File: src/rtl/rom_burst_reader_if.sv
// ROM read port between the burst reader (master) and the ROM (slave).
interface rom_burst_reader_if #(
    parameter int DATA_W = 8,
    parameter int ADDR_W = 6
);
    logic [ADDR_W-1:0] rom_addr;
    logic              rom_rd_en;
    logic [DATA_W-1:0] rom_q;

    modport master (
        output rom_addr,
        output rom_rd_en,
        input  rom_q
    );

    modport slave (
        input  rom_addr,
        input  rom_rd_en,
        output rom_q
    );
endinterface

File: src/rtl/rom_burst_reader.sv
// Issues a burst of ROM reads and captures the returned words into a buffer.
module rom_burst_reader #(
    parameter int DATA_W  = 8,
    parameter int ADDR_W  = 6,
    parameter int MAX_LEN = 32,
    parameter int RD_LAT  = 1,
    localparam int CW = $clog2(MAX_LEN + 1),
    localparam int IW = (MAX_LEN > 1) ? $clog2(MAX_LEN) : 1
) (
    input  logic                      clk,
    input  logic                      reset,
    input  logic                      start,
    input  logic [ADDR_W-1:0]         base_addr,
    input  logic [CW-1:0]             length,
    input  logic                      abort,
    rom_burst_reader_if.master        rom,
    output logic                      busy,
    output logic                      done,
    output logic                      err,
    output logic [CW-1:0]             word_count,
    output logic                      word_valid,
    output logic [IW-1:0]             word_idx,
    output logic [DATA_W-1:0]         word_data,
    output logic [MAX_LEN*DATA_W-1:0] buf_data
);

    typedef enum logic [1:0] {IDLE, ISSUE, DRAIN, DONE} state_t;

    localparam logic [CW-1:0] MAX_L = CW'(MAX_LEN);

    state_t state;
    state_t state_next;

    logic [IW-1:0]     req_idx;
    logic [IW-1:0]     last_idx;
    logic              tag_v [RD_LAT];
    logic [IW-1:0]     tag_i [RD_LAT];
    logic [DATA_W-1:0] mem [MAX_LEN];

    logic accept;
    logic len_ok;
    logic kill;
    logic cap;
    logic last_req;
    logic in_flight;

    assign busy = (state == ISSUE) || (state == DRAIN);
    assign done = (state == DONE);

    for (genvar k = 0; k < MAX_LEN; k++) begin : g_pack
        assign buf_data[k*DATA_W +: DATA_W] = mem[k];
    end

    always_comb begin
        accept    = start && ((state == IDLE) || (state == DONE));
        len_ok    = (length != '0) && (length <= MAX_L);
        kill      = abort && busy;
        cap       = tag_v[RD_LAT-1] && !kill;
        last_req  = (state == ISSUE) && (req_idx == last_idx);
        // Anything still in flight besides the word captured this cycle
        in_flight = 1'b0;
        for (int i = 0; i < RD_LAT - 1; i++) begin
            in_flight = in_flight | tag_v[i];
        end
    end

    always_ff @(posedge clk) begin
        if (reset) state <= IDLE;
        else       state <= state_next;
    end

    always_comb begin
        state_next = state;
        unique case (state)
            IDLE, DONE: begin
                if (accept) state_next = len_ok ? ISSUE : DONE;
            end
            ISSUE: begin
                if (kill)          state_next = DONE;
                else if (last_req) state_next = DRAIN;
            end
            DRAIN: begin
                if (kill || !in_flight) state_next = DONE;
            end
            default: state_next = IDLE;
        endcase
    end

    always_ff @(posedge clk) begin
        if (reset) begin
            rom.rom_addr  <= '0;
            rom.rom_rd_en <= 1'b0;
            req_idx       <= '0;
            last_idx      <= '0;
            err           <= 1'b0;
            word_count    <= '0;
            word_valid    <= 1'b0;
            word_idx      <= '0;
            word_data     <= '0;
            for (int i = 0; i < RD_LAT; i++) begin
                tag_v[i] <= 1'b0;
                tag_i[i] <= '0;
            end
            for (int k = 0; k < MAX_LEN; k++) begin
                mem[k] <= '0;
            end
        end else begin
            word_valid <= 1'b0;
            tag_v[0]   <= rom.rom_rd_en && !kill;
            tag_i[0]   <= req_idx;
            for (int i = 1; i < RD_LAT; i++) begin
                tag_v[i] <= tag_v[i-1] && !kill;
                tag_i[i] <= tag_i[i-1];
            end

            if (cap) begin
                mem[tag_i[RD_LAT-1]] <= rom.rom_q;
                word_count <= word_count + 1'b1;
                word_valid <= 1'b1;
                word_idx   <= tag_i[RD_LAT-1];
                word_data  <= rom.rom_q;
            end

            if (accept) begin
                rom.rom_addr  <= base_addr;
                rom.rom_rd_en <= len_ok;
                req_idx       <= '0;
                last_idx      <= IW'(length - 1'b1);
                word_count    <= '0;
                err           <= !len_ok;
            end else if (kill) begin
                rom.rom_rd_en <= 1'b0;
                err           <= 1'b1;
            end else if (last_req) begin
                rom.rom_rd_en <= 1'b0;
            end else if (state == ISSUE) begin
                rom.rom_addr <= rom.rom_addr + 1'b1;
                req_idx      <= req_idx + 1'b1;
            end
        end
    end

endmodule

File: src/flat_wrapper.sv
// flat-port wrapper written by rule: the top's interface ports become plain ports
module rom_burst_reader_flat 
#(
    parameter int DATA_W  = 8,
    parameter int ADDR_W  = 6,
    parameter int MAX_LEN = 32,
    parameter int RD_LAT  = 1,
    localparam int CW = $clog2(MAX_LEN + 1),
    localparam int IW = (MAX_LEN > 1) ? $clog2(MAX_LEN) : 1
)
  (clk, reset, start, base_addr, length, abort, busy, done, err, word_count, word_valid, word_idx, word_data, buf_data, rom_rom_addr, rom_rom_rd_en, rom_rom_q);
  rom_burst_reader_if #(.DATA_W(DATA_W), .ADDR_W(ADDR_W)) rom_i ();
  input  logic clk;
  input  logic reset;
  input  logic start;
  input  logic [ADDR_W-1:0] base_addr;
  input  logic [CW-1:0] length;
  input  logic abort;
  output logic busy;
  output logic done;
  output logic err;
  output logic [CW-1:0] word_count;
  output logic word_valid;
  output logic [IW-1:0] word_idx;
  output logic [DATA_W-1:0] word_data;
  output logic [MAX_LEN*DATA_W-1:0] buf_data;
  output wire logic [$bits(rom_i.rom_addr)-1:0] rom_rom_addr;
  output wire logic [$bits(rom_i.rom_rd_en)-1:0] rom_rom_rd_en;
  input wire logic [$bits(rom_i.rom_q)-1:0] rom_rom_q;
  assign rom_rom_addr = rom_i.rom_addr;
  assign rom_rom_rd_en = rom_i.rom_rd_en;
  assign rom_i.rom_q = rom_rom_q;
  rom_burst_reader #(.DATA_W(DATA_W), .ADDR_W(ADDR_W), .MAX_LEN(MAX_LEN), .RD_LAT(RD_LAT)) u_core (.clk(clk), .reset(reset), .start(start), .base_addr(base_addr), .length(length), .abort(abort), .rom(rom_i), .busy(busy), .done(done), .err(err), .word_count(word_count), .word_valid(word_valid), .word_idx(word_idx), .word_data(word_data), .buf_data(buf_data));
endmodule
File: config.mk
export PLATFORM = sky130hd
export DESIGN_NAME = rom_burst_reader_flat
export DESIGN_NICKNAME = d
export VERILOG_FILES = /design/src/rtl/rom_burst_reader_if.sv /design/src/rtl/rom_burst_reader.sv /design/src/flat_wrapper.sv
export SDC_FILE = /design/constraint.sdc
export NUM_CORES = 1
export LEC_CHECK = 0
export BUFFER_PORTS_ARGS = -buffer_cell sky130_fd_sc_hd__buf_2
export CAP_MARGIN = 15
export CORE_ASPECT_RATIO = 0.9
export CORE_MARGIN = 5
export CORE_UTILIZATION = 35
export DETAILED_ROUTE_END_ITERATION = 10
export PLACE_DENSITY_LB_ADDON = 0.12
export SETUP_SLACK_MARGIN = 0.02
export SYNTH_ARGS = -nofsm -noshare
export SYNTH_HDL_FRONTEND = slang
export SYNTH_SLANG_ARGS = --single-unit
File: constraint.sdc
create_clock -name clk -period 3.4 [get_ports clk]
set_input_delay 0.51 -clock clk [delete_from_list [all_inputs] [get_ports clk]]
set_output_delay 0.51 -clock clk [all_outputs]
set_load 0.02 [all_outputs]
# ---- After elaboration in Yosys (flattened, before gate mapping)
# Memory sizes are Yosys's and may differ from the RTL's.
# Index checks and enable logic that the tools add are counted.
# Widths: inputs -> output; s select.
dict set report totals {
  regBits 40
  ram_bits 262
  input_bits 24
  output_inout_bits 286
  wordCells 78
  mem_count 3
}
dict set report op_classes {
  addsub 4
  n_lt_le_gt_ge 1
  n_eq_ne 8
  n_mux 27
  bitwise_logic 2
  reduce_logical 23
}
# memory depth word_bits rd rd_ports_with_merged_regs wr line
set mem_list {}
lappend mem_list {u_core.mem 32 8 32 0 32 rom_burst_reader.sv:38} ;# logic [DATA_W-1:0] mem [MAX_LEN];
lappend mem_list {u_core.tag_i 1 5 1 0 1 rom_burst_reader.sv:37} ;# logic [IW-1:0] tag_i [RD_LAT];
lappend mem_list {u_core.tag_v 1 1 1 0 1 rom_burst_reader.sv:36} ;# logic tag_v [RD_LAT];
# operator n
set op_table {}
lappend op_table {{$mux 6} 4}
lappend op_table {{$mux 1} 15}
lappend op_table {{$add 6x1->6 const B} 2}
lappend op_table {{$mux 5} 2}
lappend op_table {{$mux 2} 4}
lappend op_table {{$mux 8} 1}
lappend op_table {{$reduce_or 8->1} 1}
lappend op_table {{$le 6x6->1 const B} 1}
lappend op_table {{$logic_and 1x1->1} 6}
lappend op_table {{$ne 2x1->1 const B} 3}
lappend op_table {{$pmux 2 s3} 1}
lappend op_table {{$reduce_and 3->1} 2}
lappend op_table {{$reduce_bool 6->1} 1}
lappend op_table {{$add 5x1->5 const B} 1}
lappend op_table {{$eq 5x5->1} 1}
lappend op_table {{$reduce_or 5->1} 1}
lappend op_table {{$sub 5x1->5 const B} 1}
lappend op_table {{$eq 2x2->1 const B} 2}
lappend op_table {{$reduce_bool 2->1} 2}
lappend op_table {{$reduce_or 2->1} 2}
lappend op_table {{$ne 3x1->1 const B} 1}
lappend op_table {{$reduce_bool 3->1} 1}
lappend op_table {{$eq 2x1->1 const B} 1}
lappend op_table {{$logic_not 1->1} 2}
lappend op_table {{5 further kinds} 7}

# ---- Logic depth before layout (Yosys ltp)
# Gate-level depths: netlist (run 1).
dict set report logic_depth {
  ltp_word 10
  ltp_mapped 8
  ltp_nobuf 6
}

# ---- Least setup slack after synthesis (run 1)
# Ideal clock, no wire load.
dict set report synth_path {
  kind {register to register}
  start {register u_core.state[0]}
  end {memory u_core.mem[14][0], enable pin}
  setup_ps 384
  arrival_ps 2044
  t_required_ps 3016
  slack_ps 972
  path_stages_with_launch 8
  path_buffers 2
  synth_period_minus_slack_ps 2428
  path_cell_list {dfxtp_1 > inv_1 > ha_1 > nand2b_4 > buf_6 > nand4b_4 > buf_2 > o21ai_0}
}
# element line
set synth_lines {}
lappend synth_lines {{start: declaration} rom_burst_reader.sv:31} ;# state_t state;
lappend synth_lines {{start signal: assignment} rom_burst_reader.sv:69} ;# else state <= state_next;
lappend synth_lines {{end: declaration} rom_burst_reader.sv:38}

==> out/metrics.csv, run 1 <==
stage,metric,value,unit
placement,dpl.cell_count,1643,
finish,nets,1245,
sta,timing.final.ws_setup,0.650,ns
clocking,cts-htree-levels,2,
yosys,synthAdderAreaFrac,0.819,%
worst_setup_path,required,3.52,ns
worst_setup_path,cp-end-kind,flop,
worst_setup_path,crit_arrival,2.87,ns
clocking,cts_made_buffers,35,
sta,relSlewSlack,26.9,%
floorplan,io_pins,310,
yosys,seq_area_frac_synth,70.4,%
drt,firstDrtPassIters,5,
yosys,ys_async_sr_fraction,0,%
clocking,ctsRootBufferMaster,clkbuf_16,
finish,syn_to_final_growth,26.9,%
worst_setup_path,worst-path-max-fanout,21,
floorplan,coreArea,34800,um2
yosys,synth_nets,914,
yosys,muxShareOfSynthArea,0.328,%
global_routing,antenna_found_initial,2,
floorplan,die_w,207,um
floorplan,dieArea,38800,um2
sta,fmax,0.364,GHz
finish,layout-drive-gt1-share,34.3,%
clocking,clk_pin_slew_worst_paths,0.06,ns
clocking,cts_resized,0,
sta,setup_violations,0,
drt,first_iter_violations,443,
yosys,syn_area_per_cell,13.9,um2
power_and_ir_drop,p_clk_share,39.7,%
yosys,synthFlopType,edfxtp_1,
global_routing,grt_pass1_vias,7839,
drt,ant_nets,0,
worst_setup_path,cp-start-kind,flop,
clocking,cts_tree,yes,
finish,final_cells,1706,
yosys,synth_cells,882,
sta,finalMaxSlewViolations,0,
run_status,status,finished clean,
clocking,clock_path_buffers,3,
finish,antennaDiodeCount,0,
placement,place.gp.congestion,0.741,
yosys,yosys_warnings,0,
clocking,insertion_delay,0.50,ns
power_and_ir_drop,sequentialPowerShare,47.0,%
power_and_ir_drop,power_frac_comb,13.3,%
sta,hold_viol,0,
power_and_ir_drop,power_density,595,nW/um2
power_and_ir_drop,p_int,6830,uW
sta,fin_skew,0.00873,ns
yosys,synth_xor_xnor_area_share,1.00,%
power_and_ir_drop,p_leak,0.00635,uW
drt,via_per_inst,4.57,
power_and_ir_drop,swShare,26.0,%
drt,avgRoutedWirePerCell,20.3,um
run,cap_violations,0,
global_routing,gr-total-overflow,0,
power_and_ir_drop,p_sw,2400,uW
worst_hold_path,hold_class,in2reg,
placement,port_buffers,309,
floorplan,num_rows,65,
yosys,yosys.area_share.simple,20.8,%
sta,min_period,2.75,ns
drt,wl,34600,um
yosys,synthDistinctLibCells,53,
floorplan,die_h,187,um
global_routing,grt_pass1_wl,50600,um
placement,dpl.hpwl,22500,um
yosys,synth_top_family_by_area,simple AND/OR/NAND/NOR gates,
global_routing,grt_max_degree,35,
power_and_ir_drop,ir_worst_vdd,0.318,mV
global_routing,track_usage,17.4,%
sta,fin_setup_tns,0,ns
drt,drc,0,
yosys,syn_area,12200,um2
finish,final_util,44.6,%
yosys,synth_enable_flop_cells,256,
sta,tightestPinTransition,1.09,ns
clocking,cts_num_sinks,302,
sta,timing.final.crit_share,80.9,%
sta,rsz0062_at_grt,no,
clocking,post-cts-setup-buffer-count,0,
yosys,synth_compound_area_share,4.32,%
placement,pre_cts_ws,0.604,ns
floorplan,start_util,35.1,%
worst_setup_path,path_class,reg2reg,
yosys,synth-seq-cells,302,
clocking,ctsHoldBuffers,0,
drt,num_vias,7793,
flip-flops by register name, indices dropped and copies added, names as in the netlist, 2 cells and up:
| signal | count |
|---|---|
| u_core.last_idx | 5 |
| u_core.mem | 256 |
| u_core.req_idx | 5 |
| u_core.rom.rom_addr | 6 |
| u_core.state | 2 |
| u_core.tag_i | 5 |
| u_core.word_count | 6 |
| u_core.word_data | 8 |
| u_core.word_idx | 5 |
logic make-up (layout without fill, tap and decap cells):
logic type / after synthesis / in the layout
AOI/OAI and AO/OA: 84 / 84
xor gates and xnor gates: 14 / 14
adders and majority gates: 8 / 8
buffers and inverters: 60 / 415
DFF: 302 / 302
muxes: 4 / 4
and+or+nand+nor: 410 / 410
area by class of cell:
| type | count | area (um2) |
|---|---|---|
| fill | 3258 | 19300 |
| sequential | 302 | 8610 |
| multi-input combinational | 520 | 3330 |
| timing repair buffer | 347 | 1840 |
| clock buffer | 48 | 987 |
| tap | 469 | 587 |
| clock inverter | 13 | 135 |
| inverter | 7 | 26.3 |
critical path, stage by stage, from the launching register on:
cell and delay [ns]:
dfxtp_1 0.36, inv_1 0.07, ha_1 0.35, nand2b_4 0.34, nand4bb_2 0.17, buf_12 0.21
o21ai_0 0.87
placed cells by master, fill, tap and decap left out, drive strengths merged, types with 2 or more instances in the layout:
cell type	n
buf	347
and2	262
edfxtp	256
nor2	56
clkbuf	48
dfxtp	46
nand2	45
o21ai	36
a21oi	17
a211oi	14
nand3	12
xor2	11
clkinv	10
ha	8
inv	7
nor2b	6
nand4	6
or3	5
and3	4
mux2i	4
nor3	4
xnor2	3
a211o	3
a21o	3
bufinv	3
nand3b	3
nand4b	2
or3b	2
o311a	2
a221oi	2
routing by layer:
metal	wire [um]	global-route usage, %	up-vias	share of wire (%)
met1	14800	23.0	3749	43
met3	3130	5.44	57	9.0
met4	972	5.16	0	2.8
met5	0	0	-	0
met2	15700	27.6	248	45
li1	-	-	3739	-
through the flow:
stage	hold WS, ns	power [uW]	instance area [um2]
2_1_floorplan	0.463	5230	12200
3_3_place_gp	0.441	5650	14400
3_5_place_dp	0.446	5660	14400
6_report	0.237	9230	15500
5_1_grt	0.231	9610	15500
4_1_cts	0.212	9360	15500
power by group through the flow:
stage                     clock (uW)  combinational (uW)  sequential [uW]
after detailed placement           0                1240             4420
after global routing            3910                1330             4360
after CTS                       3770                1250             4340
final                           3660                1230             4340
after global placement             0                1240             4410
after floorplan                    0                 591             4640
final timing paths:
| path | startpoint | end | slack, ns | cells after the start |
|---|---|---|---|---|
| worst max-delay path | u_core.state[0] | u_core.mem[0][5] | 0.65 | 6 |
| worst min-delay path | length[0] | u_core.last_idx[0] | 0.24 | 2 |
| worst max register to register | u_core.state[0] | u_core.mem[0][5] | 0.65 | 6 |
| worst min register to register | u_core.word_idx[2] | u_core.word_idx[2] | 0.45 | 2 |
Yosys cell counts (4+ instances only):
cell,instances,share of area (%)
buf_2,8,0.33
clkbuf_1,35,1.1
and2_1,262,13
and3_1,4,0.20
a21oi_1,16,0.66
edfxtp_1,256,63
nand4_1,5,0.26
dfxtp_1,46,7.5
mux2i_1,4,0.33
nor2_4,11,1.0
nor2_1,36,1.1
nand3_1,12,0.49
nor2_2,7,0.36
o21ai_0,36,1.5
ha_1,8,0.82
or3_1,5,0.26
a211oi_1,12,0.74
inv_1,7,0.21
nor2b_1,5,0.26
nand2_1,44,1.4
xor2_1,11,0.79
No activity file was read; power rests on OpenSTA's default activity.
==> inputs of run 2 (changes only) <==
- clock period: 3.4 -> 2.32 ns (I/O delays scaled with it)
==> run 2 against run 1 <==
  * Maximum frequency up 31%
  * Design area up 1.5%
  * First-iteration DRC count down 9.0%
  * Sequential cell count unchanged
  * Highest routed layer unchanged
==> out/metrics.csv, run 2 (synthesis gave the netlist of run 1 again) <==
stage,metric,value,unit
worst_setup_path,max_stage_delay,0.36,ns
floorplan,die_h,187,um
sta,relSlewSlack,62.9,%
finish,nets,1266,
sta,setup_violations,0,
drt,firstDrtPassIters,4,
worst_setup_path,path_common_cell,buf_4,
finish,reg.largest.list,"u_core.mem x256, u_core.word_data x8",
finish,largest_register_ffs,256,
finish,layout_common_cells,"309 x buf_2, 261 x and2_1, 256 x edfxtp_1",
floorplan,start_util,35.1,%
global_routing,antenna_found_initial,0,
global_routing,grt_pass1_wl,52800,um
worst_setup_path,required,2.54,ns
worst_hold_path,hold_class,in2reg,
worst_setup_path,worst-path-max-fanout,8,
sta,rsz0062_at_grt,yes,
global_routing,grt_pass1_vias,8171,
floorplan,dieArea,38800,um2
worst_setup_path,cp-start-kind,flop,
drt,via_per_inst,4.55,
worst_setup_path,path_class,reg2reg,
clocking,cts_made_buffers,35,
floorplan,coreArea,34800,um2
placement,port_buffers,309,
power_and_ir_drop,power_density,863,nW/um2
sta,tightestPinTransition,0.557,ns
floorplan,die_w,207,um
sta,finalMaxSlewViolations,0,
finish,layout-drive-gt1-share,36.1,%
finish,final_common_cell,buf_2,
worst_setup_path,crit_arrival,2.31,ns
sta,fin_skew,0.0111,ns
floorplan,io_pins,310,
global_routing,gr-total-overflow,0,
sta,timing.final.ws_setup,0.228,ns
global_routing,track_usage,18.2,%
sta,fmax,0.478,GHz
clocking,clock_path_buffers,3,
clocking,insertion_delay,0.52,ns
worst_setup_path,cpMaxStageDelayCell,ha_2,
clocking,ctsRootBufferMaster,clkbuf_16,
clocking,cts_tree,yes,
power_and_ir_drop,ir_worst_vdd,0.447,mV
finish,antennaDiodeCount,0,
clocking,ctsHoldBuffers,0,
clocking,cts_num_sinks,302,
sta,whs,0.0536,ns
drt,ant_nets,0,
finish,final_util,45.2,%
global_routing,grt_max_degree,34,
worst_setup_path,worstPathCellList,"inv_1, ha_2, nand2b_4, nand4bb_2, buf_4, o21ai_0, buf_4",
clocking,cts-htree-levels,2,
sta,hold_viol,0,
worst_setup_path,cp-end-kind,flop,
floorplan,num_rows,65,
drt,drc,0,
drt,avgRoutedWirePerCell,20.7,um
placement,pre_cts_ws,0.00597,ns
drt,first_iter_violations,403,
clocking,clk_pin_slew_worst_paths,0.06,ns
drt,num_vias,7860,
finish,syn_to_final_growth,28.7,%
placement,place.gp.congestion,0.792,
sta,timing.final.crit_share,90.2,%
power_and_ir_drop,total_power,13600,uW
finish,regMostFlops,u_core.mem,
drt,wl,35800,um
placement,dpl.hpwl,23600,um
run,cap_violations,0,
power_and_ir_drop,p_leak,0.00648,uW
worst_setup_path,cp_num_buf_inv,3,
worst_setup_path,crit_family,buffers and inverters,
finish,num-fill-cells,3239,
run_status,status,finished clean,
sta,min_period,2.09,ns
==> run 2: cell count changes in the layout (fill, tap and decap cells not counted), moves of 2 or more <==
cell       change
buf_12         +7
buf_4         +16
inv_6          +2
clkinv_2       +6
clkbuf_16      -2
clkinv_1       -4
buf_2          -2
o21ai_1       +11
o21ai_0       -11
==> run 2: worst paths after layout <==
check                startpoint  cells past startpoint                  to  slack [ns]
min                   length[0]                      2  u_core.last_idx[0]        0.05
max             u_core.state[0]                      7   u_core.mem[20][1]        0.23
min reg2reg  u_core.word_idx[0]                      2  u_core.word_idx[0]        0.46
max reg2reg     u_core.state[0]                      7   u_core.mem[20][1]        0.23
==> run 2: what timing repair did <==
| item | in CTS | in global routing |
|---|---|---|
| endpoints found under the hold margin | 0 | 0 |
| resized for setup | 0 | 3 |
| setup endpoints to repair | 5 | 65 |
| buffers inserted | 3 | 0 |
==> run 2: per-stage QoR <==
| step | setup TNS (ns) | cell area, um2 | std cells |
|---|---|---|---|
| final | 0 | 15700 | 1728 |
| after global routing | 0 | 15700 | 1728 |
| after CTS | 0 | 15700 | 1728 |
| after detailed placement | 0 | 14600 | 1663 |
| after global placement | 0 | 14600 | 1663 |
| after floorplan | -14.72 | 12200 | 882 |
==> run 2: report_power, final <==
group / switching (uW) / total, uW / internal, uW
sequential: 177 / 6360 / 6190
combinational: 1310 / 1900 / 588
clock: 2160 / 5310 / 3150
total: 3650 / 13600 / 9920
==> run 2: metal layers <==
metal | wire, um | up-vias | GRT usage (%)
met1 | 15300 | 3797 | 23.7
met4 | 677 | 0 | 4.42
met5 | 0 | - | 0
met2 | 17300 | 234 | 30.3
li1 | - | 3783 | -
met3 | 2590 | 46 | 4.70
==> run 2: layout make-up <==
class                           instances  area, um2  share of cell area, %
Clock buffer                           44        920                   5.84
Clock inverter                         18        171                   1.09
Inverter                                7       26.3                  0.167
Multi-Input combinational cell        520       3330                   21.2
Sequential cell                       302       8610                   54.7
Tap cell                              469        587                   3.73
Timing Repair Buffer                  368       2090                   13.3
